## config.mk

```make
export PLATFORM = sky130hd
export DESIGN_NAME = ex_mem_skid
export DESIGN_NICKNAME = d
export VERILOG_FILES = /design/src/rtl/ex_mem_skid.sv
export SDC_FILE = /design/constraint.sdc
export NUM_CORES = 1
export LEC_CHECK = 0
export ABC_AREA = 1
export ABC_CLOCK_PERIOD_IN_PS = 1750
export BUFFER_PORTS_ARGS = -buffer_cell sky130_fd_sc_hd__buf_4
export CORE_UTILIZATION = 56
export CTS_BUF_LIST = sky130_fd_sc_hd__clkbuf_4
export DETAILED_ROUTE_END_ITERATION = 6
export PLACE_DENSITY = 0.82
export SYNTH_ARGS = -nofsm -noshare
export SYNTH_HDL_FRONTEND = slang
export SYNTH_SLANG_ARGS = --single-unit
```

## constraint.sdc

```tcl
create_clock -name clk -period 1.75 [get_ports clk]
set_input_delay 0.175 -clock clk [delete_from_list [all_inputs] [get_ports clk]]
set_output_delay 0.175 -clock clk [all_outputs]
set_load 0.05 [all_outputs]
```

## src/rtl/ex_mem_skid.sv

```systemverilog
// rtl/ex_mem_skid.sv - EX/MEM pipeline register with a two-entry skid buffer and registered InReady
// Optional EX_MEM_FWD_EN adds the FwdValid/FwdRd/FwdData operand-forwarding outputs.
module ex_mem_skid #(
   parameter int DATA_WIDTH     = 32,
   parameter int REG_ADDR_WIDTH = 5
) (
   input  logic                      clk,
   input  logic                      reset,
   input  logic                      InValid,
   output logic                      InReady,
   input  logic [DATA_WIDTH-1:0]     InALUResult,
   input  logic [DATA_WIDTH-1:0]     InStoreData,
   input  logic [REG_ADDR_WIDTH-1:0] InRd,
   input  logic                      InRegWrite,
   input  logic                      InMemRead,
   input  logic                      InMemWrite,
   input  logic                      Flush,
   output logic                      OutValid,
   input  logic                      OutReady,
   output logic [DATA_WIDTH-1:0]     OutALUResult,
   output logic [DATA_WIDTH-1:0]     OutStoreData,
   output logic [REG_ADDR_WIDTH-1:0] OutRd,
   output logic                      OutRegWrite,
   output logic                      OutMemRead,
   output logic                      OutMemWrite
`ifdef EX_MEM_FWD_EN
   ,
   output logic                      FwdValid,
   output logic [REG_ADDR_WIDTH-1:0] FwdRd,
   output logic [DATA_WIDTH-1:0]     FwdData
`endif
);

   localparam int ENTRY_W = 2 * DATA_WIDTH + REG_ADDR_WIDTH + 3;

   typedef enum logic [1:0] {
      S_EMPTY = 2'd0,
      S_ONE   = 2'd1,
      S_FULL  = 2'd2
   } state_t;

   state_t               state_q, state_d;
   logic [ENTRY_W-1:0]   main_q, main_d;
   logic [ENTRY_W-1:0]   skid_q, skid_d;
   logic                 in_ready_q, in_ready_d;
   logic [ENTRY_W-1:0]   in_entry;
   logic                 accept, pop;
   logic                 main_rw, main_mr, main_mw;

   // RegWrite is dropped at capture time for x0 so nothing downstream can write it.
   assign in_entry = {InALUResult, InStoreData, InRd,
                      InRegWrite && (InRd != '0), InMemRead, InMemWrite};

   assign {OutALUResult, OutStoreData, OutRd, main_rw, main_mr, main_mw} = main_q;

   assign OutValid    = (state_q != S_EMPTY);
   assign OutRegWrite = OutValid && main_rw;
   assign OutMemRead  = OutValid && main_mr;
   assign OutMemWrite = OutValid && main_mw;
   assign InReady     = in_ready_q;

   assign accept = InValid && in_ready_q;
   assign pop    = OutValid && OutReady;

   always_comb begin
      state_d = state_q;
      main_d  = main_q;
      skid_d  = skid_q;
      if (Flush) begin
         state_d = S_EMPTY;
      end else begin
         case (state_q)
            S_EMPTY: begin
               if (accept) begin
                  state_d = S_ONE;
                  main_d  = in_entry;
               end
            end
            S_ONE: begin
               if (accept && pop) begin
                  main_d = in_entry;
               end else if (accept) begin
                  state_d = S_FULL;
                  skid_d  = in_entry;
               end else if (pop) begin
                  state_d = S_EMPTY;
               end
            end
            S_FULL: begin
               if (pop) begin
                  state_d = S_ONE;
                  main_d  = skid_q;
               end
            end
            default: state_d = S_EMPTY;
         endcase
      end
      // Ready is a pure function of the next state, so OutReady never reaches InReady combinationally.
      in_ready_d = (state_d != S_FULL);
   end

   always_ff @(posedge clk) begin
      if (reset) begin
         state_q    <= S_EMPTY;
         main_q     <= '0;
         skid_q     <= '0;
         in_ready_q <= 1'b0;
      end else begin
         state_q    <= state_d;
         main_q     <= main_d;
         skid_q     <= skid_d;
         in_ready_q <= in_ready_d;
      end
   end

`ifdef EX_MEM_FWD_EN
   assign FwdValid = OutValid && OutRegWrite && !OutMemRead;
   assign FwdRd    = OutRd;
   assign FwdData  = OutALUResult;
`endif

endmodule

```

Word-level counts from Yosys, hierarchy flattened
Cells that the tools add are included.
W data, S select, Z words.
Word-level totals
  register bits after elaboration: 147
  word-level logic and storage cells: 36
  output and inout port bits: 74
  input bits: 77
Operators by class
  bitwise gates (word level): 2
  equal/unequal tests: 6
  reductions and logical operators: 13
  mux-type cells: 11
Operators with widths (count)
  $mux W72: 3
  $pmux W72 S3: 1
  $mux W2: 6
  $ne A2 B2 Y1 const B: 4
  $logic_and A1 B1 Y1: 7
  $pmux W2 S3: 1
  $reduce_and A5 Y1: 1
  $reduce_bool A5 Y1: 1
  $reduce_and A4 Y1: 1
  $reduce_bool A3 Y1: 1
  $eq A2 B1 Y1 const B: 1
  $eq A2 B2 Y1 const B: 1
  $logic_not A2 Y1: 1
  $not A1 Y1: 2
  $reduce_bool A2 Y1: 1

Depth between registers and ports, before layout
Gate-level depths: netlist of run 1.
  depth in word-level cells: 8
  depth in mapped cells: 8
  gate-level depth less buffers: 7

Worst setup path before layout of run 1
OpenSTA, ideal clock, no wires.
  kind: register to output
  start point: reg state_q[1]
  end point: out OutMemRead
  buffers on the path: 0
  slack: 137 ps
  stages on the path, launching flop included: 5
  arrival: 1438 ps
  cells stage by stage: dfxtp_1 > inv_2 > nand2_2 > inv_1 > nor2_1
On the way
  word-level cells in the longest chain between the ends: 2
RTL lines
  start, declared: RTL line 42  | state_t state_q, state_d;
  start signal, assigned: RTL line 109  | state_q <= state_d;
  $reduce_bool A2 Y1: RTL line 56  | assign OutValid = (state_q != S_EMPTY);
  via OutValid: RTL line 18  | output logic OutValid,
  $logic_and A1 B1 Y1: RTL line 58  | assign OutMemRead = OutValid && main_mr;
  end, declared: RTL line 24  | output logic OutMemRead,
The timed path passes the listed nets, and every way through them passes these cells.

Worst setup path in the final report of run 1
  start point: reg state_q[1]
  end point: out OutMemRead
On the way
  word-level cells in the longest chain between the ends: 2
RTL lines (RTL line)
  $reduce_bool A2 Y1: 56
  $logic_and A1 B1 Y1: 58
No other way between the ends.

==> results of run 1 <==
[area by class of cell]
class | instances | area [um^2] | area share
Clock buffer | 23 | 173 | 0.0201
Clock inverter | 9 | 40.0 | 0.00466
Inverter | 152 | 572 | 0.0665
Multi-Input combinational cell | 606 | 2590 | 0.302
Sequential cell | 147 | 2950 | 0.343
Tap cell | 147 | 184 | 0.0214
Timing Repair Buffer | 237 | 2080 | 0.242
[registers in the layout, summed over array words and instances, names as in the netlist]
signal,count
InReady,1
main_q,72
skid_q,72
state_q,2
[per-layer routing]
metal,routed length [um],up-vias
met2,7540,187
li1,-,3326
met1,6740,2763
met3,793,48
met4,542,0
met5,0,-
[power breakdown]
group	internal, mW	switching (mW)
sequential	3.44	0.0555
clock	0.626	1.13
combinational	0.479	0.702
[through the flow]
stage,util,area [um^2],total power [mW],TNS [ns],cells
after CTS,0.714,8580,6.47,0,1321
after global routing,0.716,8600,6.75,-0.0706,1321
after global placement,0.632,7590,4.58,0,1212
final,0.716,8600,6.43,0,1321
after floorplan,-,6900,4.35,0,1034
after detailed placement,0.632,7590,4.59,0,1212
[critical path, cell delays in order, from the launching register on]
cell and delay, ns:
dfxtp_4 0.41, inv_2 0.05, nand2_2 0.06, inv_1 0.08
nor2_2 0.15, buf_6 0.18
[cells by family (layout without fill, tap and decap cells)]
logic type             count (synthesis)  in the layout  synth area share
AND/OR/NAND/NOR                      388            388             0.214
AO/OA/AOI/OAI                        218            218             0.158
flip-flops                           147            147             0.427
buffers and inverters                281            421             0.201
[cells in the mapped netlist]
library cell | instances | area (um^2)
nand2_1 | 226 | 848
nor2_1 | 157 | 589
inv_1 | 149 | 559
dfxtp_1 | 147 | 2940
o21ai_0 | 144 | 721
buf_4 | 84 | 631
a21oi_1 | 74 | 370
clkbuf_1 | 30 | 113
buf_2 | 15 | 75.1
inv_2 | 2 | 7.51
clkinv_1 | 1 | 3.75
nand2_2 | 1 | 6.26
nand3_1 | 1 | 5.00
nand3_2 | 1 | 10.0
nand3b_1 | 1 | 7.51
nand4_1 | 1 | 6.26
[timing repair]
action                                  in CTS  in global routing
endpoints found under the setup margin       3                  4
hold buffers                                77                  0
endpoints found under the hold margin      147                  0
pin swaps                                    0                  0
gates resized for setup                      5                  5
[how the worst max path moves through the flow]
stage	to	slack [ns]	depth (start not counted)
after global routing	state_q[1]	-0.05	6
after global placement	main_q[2]	0.29	8
after floorplan	OutMemRead	0.14	4
after detailed placement	main_q[68]	0.22	8
final	OutMemRead	0.10	5
after CTS	OutMemWrite	0.02	5
==> key figures, run 1 <==
Drt
  • Residual DRC count: 0
  • Via count: 6324
  • Avg WL per Cell: 11.8 um
  • Drt pass-1 iters: 5
  • Routed wire length: 15600 um
  • Iteration-0 DRC Markers: 494
  • Antenna-violating nets left: 0
  • Via density: 4.79

Clock tree
  • Max clock buf depth: 2
  • CTS buffer count: 17
  • # H-tree levels: 4
  • Clock transition at the registers of the reported paths: 0.11 ns
  • Root Driver: clkbuf_4
  • Worst skew pair latency: 0.54 ns
  • # clock sinks: 147
  • CTS tree: done
  • Post-CTS setup buffer count: 0

Placed design
  • Pre-CTS setup slack: 0.216 ns
  • Port Buf Inserts: 150
  • RePlAce Congestion: 0.736
  • HPWL Detailed: 8700 um

Final layout
  • Commonest cells after routing, fill and taps aside: 224 x nand2_1, 155 x nor2_1, 149 x inv_1, 149 x buf_4, 145 x dfxtp_1
  • Area delta synth->final: 24.7%
  • Most common cell after layout, fill and taps aside: nand2_1
  • Nets: 1238
  • # fillers: 961
  • ANT cells: 0
  • Layout cells sized above 1: 0.170

GRT
  • GR Util met1: 0.298
  • Total Routing Usage GR: 0.253
  • Vias in the first global route: 5753
  • GR Overflow Total: 0
  • Met3 Use GR: 0.0595
  • Antenna violations before repair: 0
  • Pin count of the biggest net entering global routing: 83
  • GRT busiest layer: met2
  • Global-route wire length before repair: 26000 um
  • Met2 Usage GRT: 0.431

Timing
  • Crit path time final: 1.65 ns
  • Setup Skew: 0.0137 ns
  • Final hold violation count: 0
  • Setup WS post-layout: 0.102 ns
  • Worst-margin pin slew: 0.384 ns
  • Fin. max-slew vios: 0
  • FMAX: 607 MHz
  • Worst hold slack: 0.232 ns
  • Max_slew headroom: 0.744
  • Finish-stage setup viols: 0
  • Final Cycle Share: 0.942
  • RSZ-0062 raised after global routing: yes

Critical path
  • Worst Setup SP: state_q[1]
  • Reg2Reg Launch Point: state_q[0]
  • Setup crit start kind: flip-flop
  • Crit path DAT: 1.47 ns
  • CP Max Fanout: 6
  • CP required: 1.57 ns
  • FF-to-FF path depth: 7
  • Reg2reg setup slack: 0.13 ns
  • Crit end category: output port
  • Crit Path Class: flip-flop to output port
  • R2r endpoint: state_q[0]

Die
  • Die Width: 113 um
  • Core Footprint: 12000 um^2
  • Starting Density: 0.574
  • Top-Level Pins: 151
  • Die height: 113 um
  • FP Rows: 40
  • Die area: 12800 um^2

Power
  • Pleak: 4.23 nW
  • Pwr Density: 748 nW/um^2
  • Max VDD drop: 0.484 mV

Logic synthesis
  • Avg Inst Size Synth: 6.67 um^2
  • FF+latch count, synth: 147
  • Post-synthesis cell count: 1034
  • Sequential area share after synthesis: 0.427
  • Warnings from Yosys: 0
  • Synth unique cells: 16
  • Post-Syn Nets: 1111
  • Cell area after synthesis: 6900 um^2

Flow run
  • Max cap viols: 0

Min path
  • Hold WC Path Type: input port to flip-flop
  • WHS Endpoint: main_q[2]
  • Min-Delay Path Depth: 6
  • Hold_sp: InValid

Status
  • Status: completed
Power figures use the tool's default switching activity.
==> run 2, diff against run 1 <==
PLACE_DENSITY = 0.83   (was 0.82)
SLEW_MARGIN = 20   (was default)
==> run 2 against run 1 <==
Net effect: the run now ends with design-rule violations left; combinational power is essentially flat; sequential share of layout area is 0.30 points lower; clock skew up 0.0055 ns; final cell count decreased by 0.23%; register-to-register slack worse by 0.04 ns; sequential power is essentially flat; count of clock-buffer cells in the layout down 6; maximum frequency down 0.98%; largest power group unchanged; highest routed layer unchanged.
==> key figures, run 2 (synthesis gave the netlist of run 1 again) <==
GRT
  • Pin count of the biggest net entering global routing: 84
  • GR Overflow Total: 0
  • Global-route wire length before repair: 25600 um
  • Total Routing Usage GR: 0.249
  • Antenna violations before repair: 0
  • Vias in the first global route: 5655

Critical path
  • Crit Path Class: flip-flop to flip-flop
  • FF-to-FF path depth: 6
  • Reg2reg setup slack: 0.09 ns
  • CP required: 2.22 ns
  • Crit path DAT: 2.14 ns
  • Setup crit start kind: flip-flop
  • Reg2Reg Launch Point: state_q[1]
  • R2r endpoint: state_q[1]
  • Crit end category: flip-flop
  • CP Max Fanout: 6

Timing
  • Final Cycle Share: 0.951
  • RSZ-0062 raised after global routing: no
  • TNS Setup: 0 ns
  • Worst-margin pin slew: 0.374 ns
  • FMAX: 601 MHz
  • Finish-stage setup viols: 0
  • Crit path time final: 1.66 ns
  • Fin. max-slew vios: 0
  • Max_slew headroom: 0.750
  • Final hold violation count: 0
  • Setup Skew: 0.0192 ns

Die
  • Core Footprint: 12000 um^2
  • Starting Density: 0.574
  • Die height: 113 um
  • FP Rows: 40
  • Die Width: 113 um
  • Die area: 12800 um^2
  • Top-Level Pins: 151

Clock tree
  • Clock transition at the registers of the reported paths: 0.11 ns
  • CTS buffer count: 17
  • # H-tree levels: 4
  • Post-CTS setup buffer count: 0
  • Root Driver: clkbuf_4
  • CTS tree: done
  • Max clock buf depth: 2
  • Worst skew pair latency: 0.53 ns
  • # clock sinks: 147

Final layout
  • Most common cell after layout, fill and taps aside: nand2_1
  • Nets: 1237
  • Fin area: 8660 um^2
  • Core Util, Final: 0.721
  • ANT cells: 0
  • Final cell count without fillers: 1318
  • Layout cells sized above 1: 0.167
  • Area delta synth->final: 25.6%
  • Largest regs: main_q x72, skid_q x72, state_q x2
  • Commonest cells after routing, fill and taps aside: 224 x nand2_1, 157 x nor2_1, 151 x buf_4, 149 x inv_1, 145 x dfxtp_1
  • # fillers: 897

Placed design
  • Dpl cell area: 7600 um^2
  • Placed insts: 1212
  • Port Buf Inserts: 150
  • RePlAce Congestion: 0.799
  • HPWL Detailed: 8600 um

Min path
  • Min-Delay Path Depth: 4
  • WHS Endpoint: state_q[0]
  • Hold_sp: InValid
  • Hold WC Path Type: input port to flip-flop

Drt
  • Antenna-violating nets left: 0
  • Drt pass-1 iters: 7
  • Routed wire length: 15500 um
  • Avg WL per Cell: 11.8 um
  • Via density: 4.76
  • Residual DRC count: 1
  • Iteration-0 DRC Markers: 464
  • Via count: 6271

Status
  • Status: finished, violations left
  • Failing checks: design-rule violations

Flow run
  • Max cap viols: 0

Power
  • Pwr Density: 802 nW/um^2
  • Pleak: 4.25 nW
  • Max VDD drop: 0.417 mV
==> run 2: power by group <==
group	internal (mW)	total, mW	switching, mW	leakage, nW
sequential	3.45	3.50	0.0539	1.19
clock	1.09	2.27	1.17	0.149
combinational	0.480	1.18	0.702	2.90
total	5.02	6.95	1.93	4.25
==> run 2: worst max-delay path: stages, from the launching register on <==
cell           delay [ns]
dfxtp_2              0.37
a21oi_1              0.33
inv_1                0.09
nor2_1               0.09
o21ai_0              0.11
nor2_1               0.10
dlygate4sd3_1        0.54
==> run 2: how the worst max path moves through the flow <==
stage,startpoint,end,cells after the start
detailed placement,state_q[1],main_q[12],8
global route,state_q[1],OutMemRead,5
global placement,state_q[1],main_q[23],8
CTS,state_q[0],OutRegWrite,5
finish,state_q[1],state_q[1],6
floorplan,state_q[1],OutMemRead,4
==> run 2: metal layers <==
metal / part of all wire / track usage / up-vias
li1: - / - / 3324
met1: 0.44 / 0.297 / 2700
met2: 0.47 / 0.426 / 192
met3: 0.050 / 0.0450 / 55
met4: 0.036 / 0.137 / 0
met5: 0 / 0 / -
==> run 2: through the flow <==
step	hold WS, ns	power, mW	worst slack, ns
floorplan	0.247	4.35	0.137
global placement	0.383	4.58	0.313
detailed placement	0.387	4.60	0.295
CTS	0.0201	6.99	0.0657
global route	0.0532	7.28	0.00167
finish	0.0645	6.95	0.0859
==> run 2: final cells by class <==
class	count	area (um^2)	area share
Clock buffer	17	128	0.0147
Clock inverter	13	168	0.0194
Inverter	152	573	0.0662
Multi-Input combinational cell	606	2590	0.299
Sequential cell	147	2950	0.340
Tap cell	147	184	0.0212
Timing Repair Buffer	236	2070	0.240
==> run 2: timing repair <==
action | CTS | global route
hold buffers | 76 | 0
resized for setup | 1 | 1
gates cloned | 0 | 0
endpoints found under the hold margin | 146 | 0
setup endpoints to repair | 1 | 3
